`config.mk`:
```
export PLATFORM = sky130hd
export DESIGN_NAME = div_stall_unit_flat
export DESIGN_NICKNAME = d
export VERILOG_FILES = /design/src/rtl/div_stall_unit_pkg.sv /design/src/rtl/div_stall_unit_if.sv /design/src/rtl/div_stall_unit_step.sv /design/src/rtl/div_stall_unit.sv /design/src/flat_wrapper.sv
export SDC_FILE = /design/constraint.sdc
export NUM_CORES = 1
export LEC_CHECK = 0
export CAP_MARGIN = 40
export CORE_AREA = 2 2 166 152
export CTS_BUF_LIST = sky130_fd_sc_hd__clkbuf_4 sky130_fd_sc_hd__clkbuf_8
export DETAILED_ROUTE_END_ITERATION = 12
export DIE_AREA = 0 0 168 154
export PLACE_DENSITY = 0.7
export SLEW_MARGIN = 20
export SYNTH_ARGS = -nofsm -noshare
export SYNTH_HDL_FRONTEND = slang
export SYNTH_SLANG_ARGS = --single-unit
```
`constraint.sdc`:
```
create_clock -name clk -period 4.42 [get_ports clk]
set_input_delay 0.884 -clock clk [delete_from_list [all_inputs] [get_ports clk]]
set_output_delay 0.884 -clock clk [all_outputs]
set_load 0.01 [all_outputs]
```
`src/rtl/div_stall_unit_pkg.sv`:
```
// Shared encodings for the iterative RV32M divider.
// Holds the funct3/funct7 codes and FSM state type.
package div_stall_unit_pkg;

  localparam logic [1:0] FUNCT3_DIV  = 2'b00;
  localparam logic [1:0] FUNCT3_DIVU = 2'b01;
  localparam logic [1:0] FUNCT3_REM  = 2'b10;
  localparam logic [1:0] FUNCT3_REMU = 2'b11;

  localparam logic [6:0] FUNCT7_MULDIV = 7'b0000001;

  typedef enum logic [1:0] {
    DIV_IDLE  = 2'd0,
    DIV_CALC  = 2'd1,
    DIV_FIXUP = 2'd2,
    DIV_DONE  = 2'd3
  } div_state_e;

  function automatic logic is_signed_op(
    input logic [1:0] f3
  );
    return (f3 == FUNCT3_DIV) || (f3 == FUNCT3_REM);
  endfunction

endpackage

```
`src/rtl/div_stall_unit_if.sv`:
```
// EX-side handshake between pipeline and divider.
// master = pipeline/hazard side, slave = divider.
interface div_stall_unit_if #(
  parameter int XLEN = 32
);

  logic            start;
  logic [1:0]      funct3_lo;
  logic [XLEN-1:0] op_a;
  logic [XLEN-1:0] op_b;
  logic            flush;
  logic            ex_busy;
  logic            done;
  logic [XLEN-1:0] result;

  modport master (
    output start, funct3_lo, op_a, op_b, flush,
    input  ex_busy, done, result
  );

  modport slave (
    input  start, funct3_lo, op_a, op_b, flush,
    output ex_busy, done, result
  );

endinterface

```
`src/rtl/div_stall_unit_step.sv`:
```
// One restoring-division iteration, purely combinational.
// Shifts {rem,quo} left and trial-subtracts the divisor.
module div_step #(
  parameter int XLEN = 32
) (
  input  logic [XLEN-1:0] rem_i,
  input  logic [XLEN-1:0] quo_i,
  input  logic [XLEN-1:0] divisor_i,
  output logic [XLEN-1:0] rem_o,
  output logic [XLEN-1:0] quo_o
);

  logic [XLEN:0] rem_sh;
  logic [XLEN:0] diff;

  always_comb begin
    rem_sh = {rem_i, quo_i[XLEN-1]};
    diff   = rem_sh - {1'b0, divisor_i};
    if (diff[XLEN]) begin
      rem_o = rem_sh[XLEN-1:0];
      quo_o = {quo_i[XLEN-2:0], 1'b0};
    end else begin
      rem_o = diff[XLEN-1:0];
      quo_o = {quo_i[XLEN-2:0], 1'b1};
    end
  end

endmodule

```
`src/rtl/div_stall_unit.sv`:
```
// Iterative RV32M divider in EX; raises ex_busy while it runs.
// Flush aborts to IDLE; result only meaningful while done=1.
module div_stall_unit
  import div_stall_unit_pkg::*;
#(
  parameter int XLEN  = 32,
  parameter int CNT_W = $clog2(XLEN)
) (
  input  logic          clk,
  input  logic          rst_n,
  div_stall_unit_if.slave bus
);

  localparam logic [XLEN-1:0] SMIN = {1'b1, {(XLEN-1){1'b0}}};

  div_state_e       state_q, state_d;
  logic [CNT_W-1:0] cnt_q, cnt_d;
  logic [XLEN-1:0]  rem_q, rem_d;
  logic [XLEN-1:0]  quo_q, quo_d;
  logic [XLEN-1:0]  dvs_q, dvs_d;
  logic [XLEN-1:0]  res_q, res_d;
  logic             negq_q, negq_d;
  logic             negr_q, negr_d;
  logic [1:0]       f3_q, f3_d;

  logic [XLEN-1:0]  step_rem;
  logic [XLEN-1:0]  step_quo;
  logic [XLEN-1:0]  a_abs;
  logic [XLEN-1:0]  b_abs;
  logic [XLEN-1:0]  q_fix;
  logic [XLEN-1:0]  r_fix;
  logic             sgn;
  logic             a_neg;
  logic             b_neg;
  logic             b_zero;
  logic             ovf;

  div_step #(.XLEN(XLEN)) u_step (
    .rem_i     (rem_q),
    .quo_i     (quo_q),
    .divisor_i (dvs_q),
    .rem_o     (step_rem),
    .quo_o     (step_quo)
  );

  always_comb begin
    sgn    = is_signed_op(bus.funct3_lo);
    a_neg  = sgn & bus.op_a[XLEN-1];
    b_neg  = sgn & bus.op_b[XLEN-1];
    a_abs  = a_neg ? -bus.op_a : bus.op_a;
    b_abs  = b_neg ? -bus.op_b : bus.op_b;
    b_zero = (bus.op_b == '0);
    ovf    = sgn & (bus.op_a == SMIN) & (bus.op_b == '1);
    q_fix  = negq_q ? -quo_q : quo_q;
    r_fix  = negr_q ? -rem_q : rem_q;
  end

  always_comb begin
    state_d = state_q;
    cnt_d   = cnt_q;
    rem_d   = rem_q;
    quo_d   = quo_q;
    dvs_d   = dvs_q;
    res_d   = res_q;
    negq_d  = negq_q;
    negr_d  = negr_q;
    f3_d    = f3_q;
    unique case (state_q)
      DIV_IDLE: begin
        if (bus.start) begin
          unique case (1'b1)
            b_zero: begin
              res_d   = bus.funct3_lo[1] ? bus.op_a : '1;
              state_d = DIV_DONE;
            end
            ovf: begin
              res_d   = bus.funct3_lo[1] ? '0 : SMIN;
              state_d = DIV_DONE;
            end
            default: begin
              quo_d   = a_abs;
              dvs_d   = b_abs;
              rem_d   = '0;
              negq_d  = a_neg ^ b_neg;
              negr_d  = a_neg;
              f3_d    = bus.funct3_lo;
              cnt_d   = CNT_W'(XLEN-1);
              state_d = DIV_CALC;
            end
          endcase
        end
      end
      DIV_CALC: begin
        rem_d = step_rem;
        quo_d = step_quo;
        if (cnt_q == '0) begin
          state_d = DIV_FIXUP;
        end else begin
          cnt_d = cnt_q - 1'b1;
        end
      end
      DIV_FIXUP: begin
        res_d   = f3_q[1] ? r_fix : q_fix;
        state_d = DIV_DONE;
      end
      DIV_DONE: begin
        state_d = DIV_IDLE;
      end
      default: state_d = DIV_IDLE;
    endcase
    // a killed op never writes result and never reaches DONE
    if (bus.flush) begin
      state_d = DIV_IDLE;
      res_d   = res_q;
    end
  end

  always_ff @(posedge clk) begin
    if (!rst_n) begin
      state_q <= DIV_IDLE;
      cnt_q   <= '0;
      rem_q   <= '0;
      quo_q   <= '0;
      dvs_q   <= '0;
      res_q   <= '0;
      negq_q  <= 1'b0;
      negr_q  <= 1'b0;
      f3_q    <= '0;
    end else begin
      state_q <= state_d;
      cnt_q   <= cnt_d;
      rem_q   <= rem_d;
      quo_q   <= quo_d;
      dvs_q   <= dvs_d;
      res_q   <= res_d;
      negq_q  <= negq_d;
      negr_q  <= negr_d;
      f3_q    <= f3_d;
    end
  end

  assign bus.ex_busy = ((state_q == DIV_IDLE) & bus.start)
                     | (state_q == DIV_CALC)
                     | (state_q == DIV_FIXUP);
  assign bus.done    = (state_q == DIV_DONE);
  assign bus.result  = res_q;

endmodule

```
`src/flat_wrapper.sv`:
```
// flat-port wrapper written by rule: the top's interface ports become plain ports
module div_stall_unit_flat import div_stall_unit_pkg::*;
#(
  parameter int XLEN  = 32,
  parameter int CNT_W = $clog2(XLEN)
)
  (clk, rst_n, bus_start, bus_funct3_lo, bus_op_a, bus_op_b, bus_flush, bus_ex_busy, bus_done, bus_result);
  div_stall_unit_if #(.XLEN(XLEN)) bus_i ();
  input  logic clk;
  input  logic rst_n;
  input wire logic [$bits(bus_i.start)-1:0] bus_start;
  input wire logic [$bits(bus_i.funct3_lo)-1:0] bus_funct3_lo;
  input wire logic [$bits(bus_i.op_a)-1:0] bus_op_a;
  input wire logic [$bits(bus_i.op_b)-1:0] bus_op_b;
  input wire logic [$bits(bus_i.flush)-1:0] bus_flush;
  output wire logic [$bits(bus_i.ex_busy)-1:0] bus_ex_busy;
  output wire logic [$bits(bus_i.done)-1:0] bus_done;
  output wire logic [$bits(bus_i.result)-1:0] bus_result;
  assign bus_i.start = bus_start;
  assign bus_i.funct3_lo = bus_funct3_lo;
  assign bus_i.op_a = bus_op_a;
  assign bus_i.op_b = bus_op_b;
  assign bus_i.flush = bus_flush;
  assign bus_ex_busy = bus_i.ex_busy;
  assign bus_done = bus_i.done;
  assign bus_result = bus_i.result;
  div_stall_unit #(.XLEN(XLEN), .CNT_W(CNT_W)) u_core (.clk(clk), .rst_n(rst_n), .bus(bus_i));
endmodule
```
==> impl_metrics.yaml, run 1 <==
finish:
  insertedDiodeCount: 0
  seq_area_um2: 2760
  drive_gt1_share_pct: 6.58
  syn2layout_area_growth_pct: 16.8
  fin_nets: 1621
  stdcell_count: 1828
  multiInputGateArea_um2: 7410
  nFillCells: 2331
  final_util_pct: 52.4
setup_path:
  cp-end-kind: "flop"
  cp-start-kind: "flop"
  crit_type: "flop to flop"
  path_max_fanout: 18
  arrival_ns: 4.19
  required_ns: 4.77
floorplanning:
  initial_core_util_pct: 44.8
  ios: 104
  die_area_um2: 25900
  rows: 54
  die_x_um: 168
  die_h_um: 154
  coreArea_um2: 24000
power:
  pwr-share-clk_pct: 31.5
  vdd_ir_drop_max_mv: 0.224
  p_seq_share_pct: 42.9
  p_per_area_nw_per_um2: 253
  p_leak_nw: 4.79
  switching_power_w: 0.00112
  p_comb_share_pct: 25.6
  p_int_w: 0.00206
  switching_share_pct: 35.2
  finalPower_w: 0.00318
cts:
  htree_levels: 4
  numCtsBuffers: 17
  postCtsSetupBuffers: 0
  ctsResizeCount: 0
  clkTransAtPathRegs_ns: 0.09
  cts.sinks: 138
  clock_latency_ns: 0.48
  root_buffer: "clkbuf_8"
  clk_path_buf_depth: 2
  cts.hold.buffers_added: 0
  cts_tree: "built"
logic_synthesis:
  yosysWarnings: 0
  yosysSeqAreaShare_pct: 25.7
  synth_edf_count: 0
  post-synth-top-area-cell: "dfxtp_1"
  ys_async_sr_fraction_pct: 0
  synth.area.top_cells: "dfxtp_1 (26%), xnor2_1 (5.9%), nand2_1 (5.5%)"
  netlist.area_leader.share_pct: 25.7
  syn_area_um2: 10800
  syn_area_per_cell_um2: 7.54
  ys.flop_type: "dfxtp_1"
  synthCells: 1426
  synth_nets: 1540
  yosysUniqueCellTypes: 76
  synth_seq_cells: 138
min_path:
  hp-class: "flop to flop"
placement:
  post-place-ws_ns: 0.163
  dp_hpwl_um: 25900
  dp.cells: 1792
  portBuffers: 103
  gp_congestion: 0.947
sta:
  final.setup_skew_ns: 0.0194
  rsz0062_at_grt: "no"
  fin_tns_setup_ns: 0
  slew_headroom_pct: 45.4
  drv_slew: 0
  final-hold-violation-count: 0
  fmaxAchievable_ghz: 0.261
  tightest_slew_ns: 0.818
  fin_ws_ns: 0.587
  setup_viol: 0
  timing.final.crit_share_pct: 86.7
  period_needed_ns: 3.83
routing:
  dr.pass1.iters: 5
  routed_via_density: 6.07
  wl_per_cell_um: 18.7
  post-route-drc-count: 0
  routed_wl_um: 34100
  drt_iter0_drc: 1045
  ant_nets: 0
  vias: 11100
outcome:
  status: "complete, no violations"
grt:
  grt_start_max_net_pins: 57
  antenna_found_initial: 0
  grt_pass1_wl_um: 54300
  grt_usage_pct: 26.2
  overflow: 0
  first_global_vias: 10200
job:
  max-cap-violations: 0
## routing by layer
metal / track usage, % / vias to the layer above / routed length [um]
met4: 9.03 / 0 / 862
met5: 0 / - / 0
met2: 39.5 / 495 / 14700
met3: 4.17 / 67 / 2700
met1: 37.8 / 5152 / 15900
li1: - / 5389 / -
## sequential cells by signal, indices dropped and copies added, names as in the netlist
name / cells
u_core.dvs_q: 32
u_core.quo_q: 32
u_core.cnt_q: 5
u_core.negr_q: 1
u_core.bus.result: 32
u_core.rem_q: 32
u_core.f3_q: 1
u_core.state_q: 2
u_core.negq_q: 1
## power by group through the flow
stage,sequential (W),combinational [W],clock [W]
after floorplan,0.00137,0.000538,0
after detailed placement,0.00139,0.000792,0
after CTS,0.00137,0.000797,0.00101
final,0.00137,0.000813,0.00100
after global placement,0.00139,0.000780,0
after global routing,0.00137,0.000893,0.00107
## cells in the final DEF (no fill, tap or decap), types with 56 or more instances in the layout
master / n
clkdlybuf4s50_1: 103
a21oi_1: 107
nor2_1: 114
nand2_1: 157
xor2_1: 67
o21ai_0: 105
xnor2_1: 73
nand3_1: 56
dfxtp_1: 138
inv_1: 59
## through the flow
stage	instance area [um^2]	hold slack [ns]
after global placement	12100	0.460
after detailed placement	12100	0.466
after global routing	12600	0.507
after floorplan	10800	0.450
final	12600	0.479
after CTS	12500	0.477
## kinds of logic after synthesis
kind of cell    synth area share, %
flops                          25.7
buf+inv                        5.57
compound gates                 28.2
fa+ha+maj                      5.19
mux                            1.68
simple gates                   21.9
xor+xnor                       11.7
## final cells by class
cell class              count  area share (%)
repair buffers            146            11.2
clock inverters            13           0.847
inverters                  60            1.79
clock buffers              19            2.08
well taps                 308            3.07
multi-input cells        1144            59.0
flip-flops and latches    138            22.0
## final timing paths
path                                        from          endpoint  slack (ns)  depth (start not counted)
worst max-delay path            u_core.rem_q[16]  u_core.rem_q[24]        0.59                          9
worst max register to register  u_core.rem_q[16]  u_core.rem_q[24]        0.59                          9
worst min register to register  u_core.dvs_q[21]  u_core.dvs_q[21]        0.48                          2
worst min-delay path            u_core.dvs_q[21]  u_core.dvs_q[21]        0.48                          2
## synthesized netlist by cell type (all sizes together) (19+ instances only)
cell type	count
nand2	157
dfxtp	138
nor2	118
o21ai	109
a21oi	107
xnor2	74
xor2	68
clkbuf	65
inv	60
nand3	56
ha	43
a211oi	38
nor3	27
o31ai	26
a22o	21
or4	21
nand4	20
o211ai	20
buf	19
## critical path, cell delays in order, from the launching register on
cell and delay (ns):
dfxtp_1 0.52, ha_1 0.39, a21oi_1 0.22, o21ai_0 0.20
a2111oi_1 0.73, o31ai_1 0.22, a31oi_2 0.33, xor2_2 0.68
nor4_1 0.13, a211o_1 0.30
Power figures use the tool's default switching activity.
==> run 2: changes to the inputs <==
- PLACE_DENSITY: 0.7 -> default
==> run 2 against run 1 <==
  * Sequential share of layout area is 0.26 points lower
  * Routed wire length is 7.1% higher
  * Sequential power hardly changed
  * Clock-buffer cell count is 1 lower
  * Maximum frequency is 2.0% higher
  * Setup slack better by 0.076 ns
  * Critical path depth is 2 higher
  * Power is 6.9% higher
  * Utilization is 0.63 points higher
  * Clock power is 21% higher
  * First-iteration DRC count is 11% lower
==> impl_metrics.yaml, run 2 (synthesis results as in run 1) <==
grt:
  antenna_found_initial: 2
  grt_pass1_wl_um: 57900
  first_global_vias: 10300
  grt_start_max_net_pins: 61
  grt_usage_pct: 28.2
  overflow: 0
finish:
  syn2layout_area_growth_pct: 18.2
  mostFrequentLayoutCells: "nand2_1 (157), dfxtp_1 (138), nor2_1 (114)"
  final_util_pct: 53.0
  stdcell_count: 1838
  mostFrequentLayoutCell: "nand2_1"
  drive_gt1_share_pct: 7.07
  design_area_um2: 12700
  fin_nets: 1630
power:
  p_int_w: 0.00227
  switching_share_pct: 33.2
  pwr-share-clk_pct: 35.5
  p_per_area_nw_per_um2: 267
  vdd_ir_drop_max_mv: 0.145
  switching_power_w: 0.00113
  p_leak_nw: 4.89
  p_comb_share_pct: 24.3
  p_seq_share_pct: 40.2
routing:
  wl_met1_um: 17700
  post-route-drc-count: 0
  routed_wl_um: 36500
  wl_met2_um: 15300
  highest_layer: "met4"
  vias: 11100
  dr.pass1.iters: 6
  routed_via_density: 6.03
  drt_iter0_drc: 926
  wl_met3_um: 2960
  ant_nets: 0
  wl_per_cell_um: 19.9
cts:
  postCtsSetupBuffers: 0
  cts.sinks: 138
  htree_levels: 4
  numCtsBuffers: 17
  root_buffer: "clkbuf_8"
  cts_tree: "built"
  clkTransAtPathRegs_ns: 0.10
  clock_latency_ns: 0.48
  cts.hold.buffers_added: 0
  ctsResizeCount: 0
  clk_path_buf_depth: 2
sta:
  period_needed_ns: 3.76
  setup_viol: 0
  rsz0062_at_grt: "no"
  timing.final.crit_share_pct: 85.0
  tightest_slew_ns: 0.881
  drv_slew: 0
  fmaxAchievable_ghz: 0.266
  final.setup_skew_ns: 0.0167
  fin_tns_setup_ns: 0
  slew_headroom_pct: 40.7
  holdWs_ns: 0.486
  final-hold-violation-count: 0
setup_path:
  crit_type: "input port to flop"
  r2r-end: "u_core.quo_q[0]"
  slowest_delay_ns: 0.50
  required_ns: 4.78
  path_max_fanout: 24
  cpMaxStageDelayCell: "or4b_4"
  reg2reg_depth: 12
  cp-start-kind: "input port"
  worstPathCellList: "clkdlybuf4s50_1 -> inv_1 -> ha_1 -> or4b_4 -> nor4_4 -> nand4_4 -> o32a_1 -> a21o_1 -> and3_1 -> buf_4 -> a32o_1"
  worst-r2r-setup-slack_ns: 0.72
  arrival_ns: 4.12
  r2r-start: "u_core.rem_q[0]"
  crit_buf_inv: 3
  cp-end-kind: "flop"
  crit_family: "simple AND/OR/NAND/NOR gates"
floorplanning:
  die_area_um2: 25900
  rows: 54
  die_h_um: 154
  die_x_um: 168
  initial_core_util_pct: 44.8
  ios: 104
  coreArea_um2: 24000
placement:
  place_area_um2: 12300
  dp.cells: 1804
  portBuffers: 103
  dp_hpwl_um: 27500
  gp_congestion: 0.914
min_path:
  hp-class: "flop to flop"
  whs_path_depth: 1
  hp-start: "u_core.bus.result[26]"
  min_delay_worst_endpoint: "u_core.bus.result[26]"
job:
  max-cap-violations: 0
outcome:
  status: "complete, no violations"
run 2: cell types whose count changed in the layout (fill, tap and decap cells not counted), sizes merged, moves of 2 or more:
cell,before,now
clkinvlp,6,2
bufinv,0,4
clkinv,0,4
buf,42,51
inv,67,63
diode,0,2
run 2: through the flow:
stage | total power [W] | setup slack (ns)
2_1_floorplan | 0.00191 | 1.08
3_3_place_gp | 0.00219 | 0.0651
3_5_place_dp | 0.00220 | 0.129
4_1_cts | 0.00340 | 0.607
5_1_grt | 0.00355 | 0.516
6_report | 0.00340 | 0.663
run 2: power by group through the flow:
stage               logic [W]  clock network [W]  registers (W)
CTS                  0.000811            0.00122        0.00137
global placement     0.000795                  0        0.00140
detailed placement   0.000806                  0        0.00139
finish               0.000826            0.00121        0.00137
floorplan            0.000538                  0        0.00137
global route         0.000905            0.00127        0.00138
run 2: worst max-delay path by stage:
| stage | cells past startpoint | endpoint | start |
|---|---|---|---|
| 6_report | 11 | u_core.rem_q[0] | bus_op_a[1] |
| 5_1_grt | 11 | u_core.rem_q[1] | bus_op_a[0] |
| 4_1_cts | 10 | u_core.bus.result[21] | bus_op_a[24] |
| 3_5_place_dp | 10 | u_core.bus.result[21] | bus_op_a[24] |
| 3_3_place_gp | 10 | u_core.bus.result[21] | bus_op_a[24] |
| 2_1_floorplan | 11 | u_core.rem_q[27] | bus_op_a[0] |
run 2: area by class of cell:
type | instances | area [um^2]
multi-input combinational | 1144 | 7410
clock inverter | 13 | 193
inverter | 60 | 225
clock buffer | 18 | 248
timing repair buffer | 155 | 1480
fill | 2282 | 11300
sequential | 138 | 2760
tap | 308 | 385
antenna | 2 | 5.00
run 2: metal layers:
metal / global-route usage (%) / up-vias
met4: 7.87 / 0
met5: 0 / -
met3: 5.69 / 48
met1: 42.1 / 5183
li1: - / 5401
met2: 40.6 / 453
run 2: worst register-to-register path, cell delays in order (launching register included):
cell	delay [ns]
dfxtp_1	0.48
inv_1	0.16
fa_1	0.48
nor2b_1	0.19
o31a_1	0.20
o21ai_0	0.15
buf_4	0.19
a21oi_1	0.35
a31oi_2	0.25
xnor2_2	0.48
buf_4	0.30
nand2_1	0.11
a221oi_1	0.28
==> run 3: changes to the inputs <==
- clock period: 4.42 -> 4.2 ns (I/O delays scaled with it)
==> run 3 against run 2 <==
  * Sequential cell count unchanged
  * Sequential power increased by 5%
  * Register-to-register slack got worse by 0.11 ns
  * Die area unchanged
  * Via count decreased by 0.20%
  * Global-route usage decreased by 0.55 points
  * Utilization decreased by 0.14 points
  * Critical endpoint is now u_core.bus.result[21]
  * Critical path depth decreased by 1
  * Routed wire length decreased by 2.1%
  * Critical path type unchanged
  * Clock-buffer cell count decreased by 1
  * Worst hold slack got worse by 0.0013 ns
==> impl_metrics.yaml, run 3 (synthesis results as in run 1) <==
grt:
  grt_busiest_layer: "met1"
  grt_pass1_wl_um: 56800
  grt_start_max_net_pins: 63
  overflow: 0
  met3_usage_pct: 4.63
  antenna_found_initial: 0
  grt_util_met1_pct: 41.7
  gr-usage-met2_pct: 40.7
  grt_usage_pct: 27.6
  first_global_vias: 10100
power:
  p_per_area_nw_per_um2: 266
  p_leak_nw: 4.86
  switching_share_pct: 36.0
  finalPower_w: 0.00337
  pwr-share-clk_pct: 31.7
  p_comb_share_pct: 25.5
  p_int_w: 0.00215
  switching_power_w: 0.00121
  p_seq_share_pct: 42.8
  vdd_ir_drop_max_mv: 0.156
sta:
  setup_viol: 0
  fin_tns_setup_ns: 0
  timing.final.crit_share_pct: 93.8
  final.setup_skew_ns: 0.0270
  final-hold-violation-count: 0
  drv_slew: 0
  tightest_slew_ns: 0.845
  period_needed_ns: 3.94
  rsz0062_at_grt: "no"
  slew_headroom_pct: 43.2
  fmaxAchievable_ghz: 0.254
routing:
  routed_via_density: 6.02
  vias: 11100
  wl_per_cell_um: 19.5
  drt_iter0_drc: 1056
  dr.pass1.iters: 5
  post-route-drc-count: 0
  ant_nets: 0
  routed_wl_um: 35800
placement:
  portBuffers: 103
  dp_hpwl_um: 27000
  place_area_um2: 12300
  gp_congestion: 0.909
  dp.cells: 1803
floorplanning:
  initial_core_util_pct: 44.8
  rows: 54
  die_x_um: 168
  ios: 104
  die_area_um2: 25900
  coreArea_um2: 24000
  die_h_um: 154
setup_path:
  worstPathCellList: "clkdlybuf4s50_1 -> or4_1 -> buf_4 -> nor4_1 -> nand4_1 -> a2bb2o_4 -> a22oi_4 -> a2111oi_4 -> buf_4 -> a22o_1"
  cp-end-kind: "flop"
  cpMaxStageDelayCell: "nor4_1"
  cp-start-kind: "input port"
  crit_top_cell: "buf_4"
  path_max_fanout: 21
  required_ns: 4.61
  arrival_ns: 4.35
  slowest_delay_ns: 0.74
  crit_type: "input port to flop"
finish:
  mostFrequentLayoutCells: "nand2_1 (157), dfxtp_1 (138), nor2_1 (114)"
  mostFrequentLayoutCell: "nand2_1"
  final_util_pct: 52.8
  syn2layout_area_growth_pct: 17.9
  nFillCells: 2354
  insertedDiodeCount: 0
  fin_nets: 1630
  drive_gt1_share_pct: 7.13
  stdcell_count: 1837
  design_area_um2: 12700
cts:
  cts.sinks: 138
  clkTransAtPathRegs_ns: 0.10
  numCtsBuffers: 17
  postCtsSetupBuffers: 0
  cts_tree: "built"
  htree_levels: 4
  clock_latency_ns: 0.49
  cts.hold.buffers_added: 0
  clk_path_buf_depth: 2
  root_buffer: "clkbuf_8"
  ctsResizeCount: 0
outcome:
  status: "complete, no violations"
job:
  max-cap-violations: 0
min_path:
  hp-class: "flop to flop"
## run 3: changes by cell type in the layout (fill, tap and decap cells not counted), sizes merged
cell and change:
bufinv -4, diode -2, buf +1, inv +4, clkbuf -2, clkinvlp +2
## run 3: per-stage QoR
step / hold WS [ns] / setup slack [ns]
floorplan: 0.450 / 0.908
global placement: 0.462 / 0.0246
detailed placement: 0.466 / 0.0507
CTS: 0.486 / 0.462
global route: 0.507 / 0.207
finish: 0.485 / 0.262
## run 3: final timing paths
kind | start | to | cells past startpoint | slack [ns]
worst min register to register | u_core.bus.result[24] | u_core.bus.result[24] | 1 | 0.49
worst max register to register | u_core.dvs_q[17] | u_core.rem_q[24] | 11 | 0.61
worst min-delay path | u_core.bus.result[24] | u_core.bus.result[24] | 1 | 0.49
worst max-delay path | bus_op_a[26] | u_core.bus.result[21] | 10 | 0.26
## run 3: area by class of cell
class / instances / area [um^2] / area share [%]
Multi-Input combinational cell: 1144 / 7410 / 58.4
Sequential cell: 138 / 2760 / 21.8
Timing Repair Buffer: 155 / 1530 / 12.0
Tap cell: 308 / 385 / 3.04
Clock buffer: 17 / 234 / 1.85
Inverter: 60 / 225 / 1.78
Clock inverter: 15 / 135 / 1.07
## run 3: critical path: cells and delay by family
kind,cells,cell delay (ns)
AOI/OAI and AO/OA,4,0.98
buffers and inverters,3,1.00
and+or+nand+nor,3,1.53
## run 3: metal layers
layer | share of wire [%] | up-vias | wire length (um)
li1 | - | 5412 | -
met1 | 49 | 5183 | 17600
met2 | 42 | 435 | 15000
met3 | 7.4 | 33 | 2640
met4 | 1.6 | 0 | 567
met5 | 0 | - | 0
## run 3: power groups by stage
| stage | Sequential (W) | Combinational, W | Clock, W |
|---|---|---|---|
| finish | 0.00144 | 0.000858 | 0.00107 |
| global route | 0.00145 | 0.000951 | 0.00114 |
| CTS | 0.00144 | 0.000848 | 0.00108 |
| detailed placement | 0.00147 | 0.000843 | 0 |
| global placement | 0.00147 | 0.000836 | 0 |
| floorplan | 0.00144 | 0.000566 | 0 |
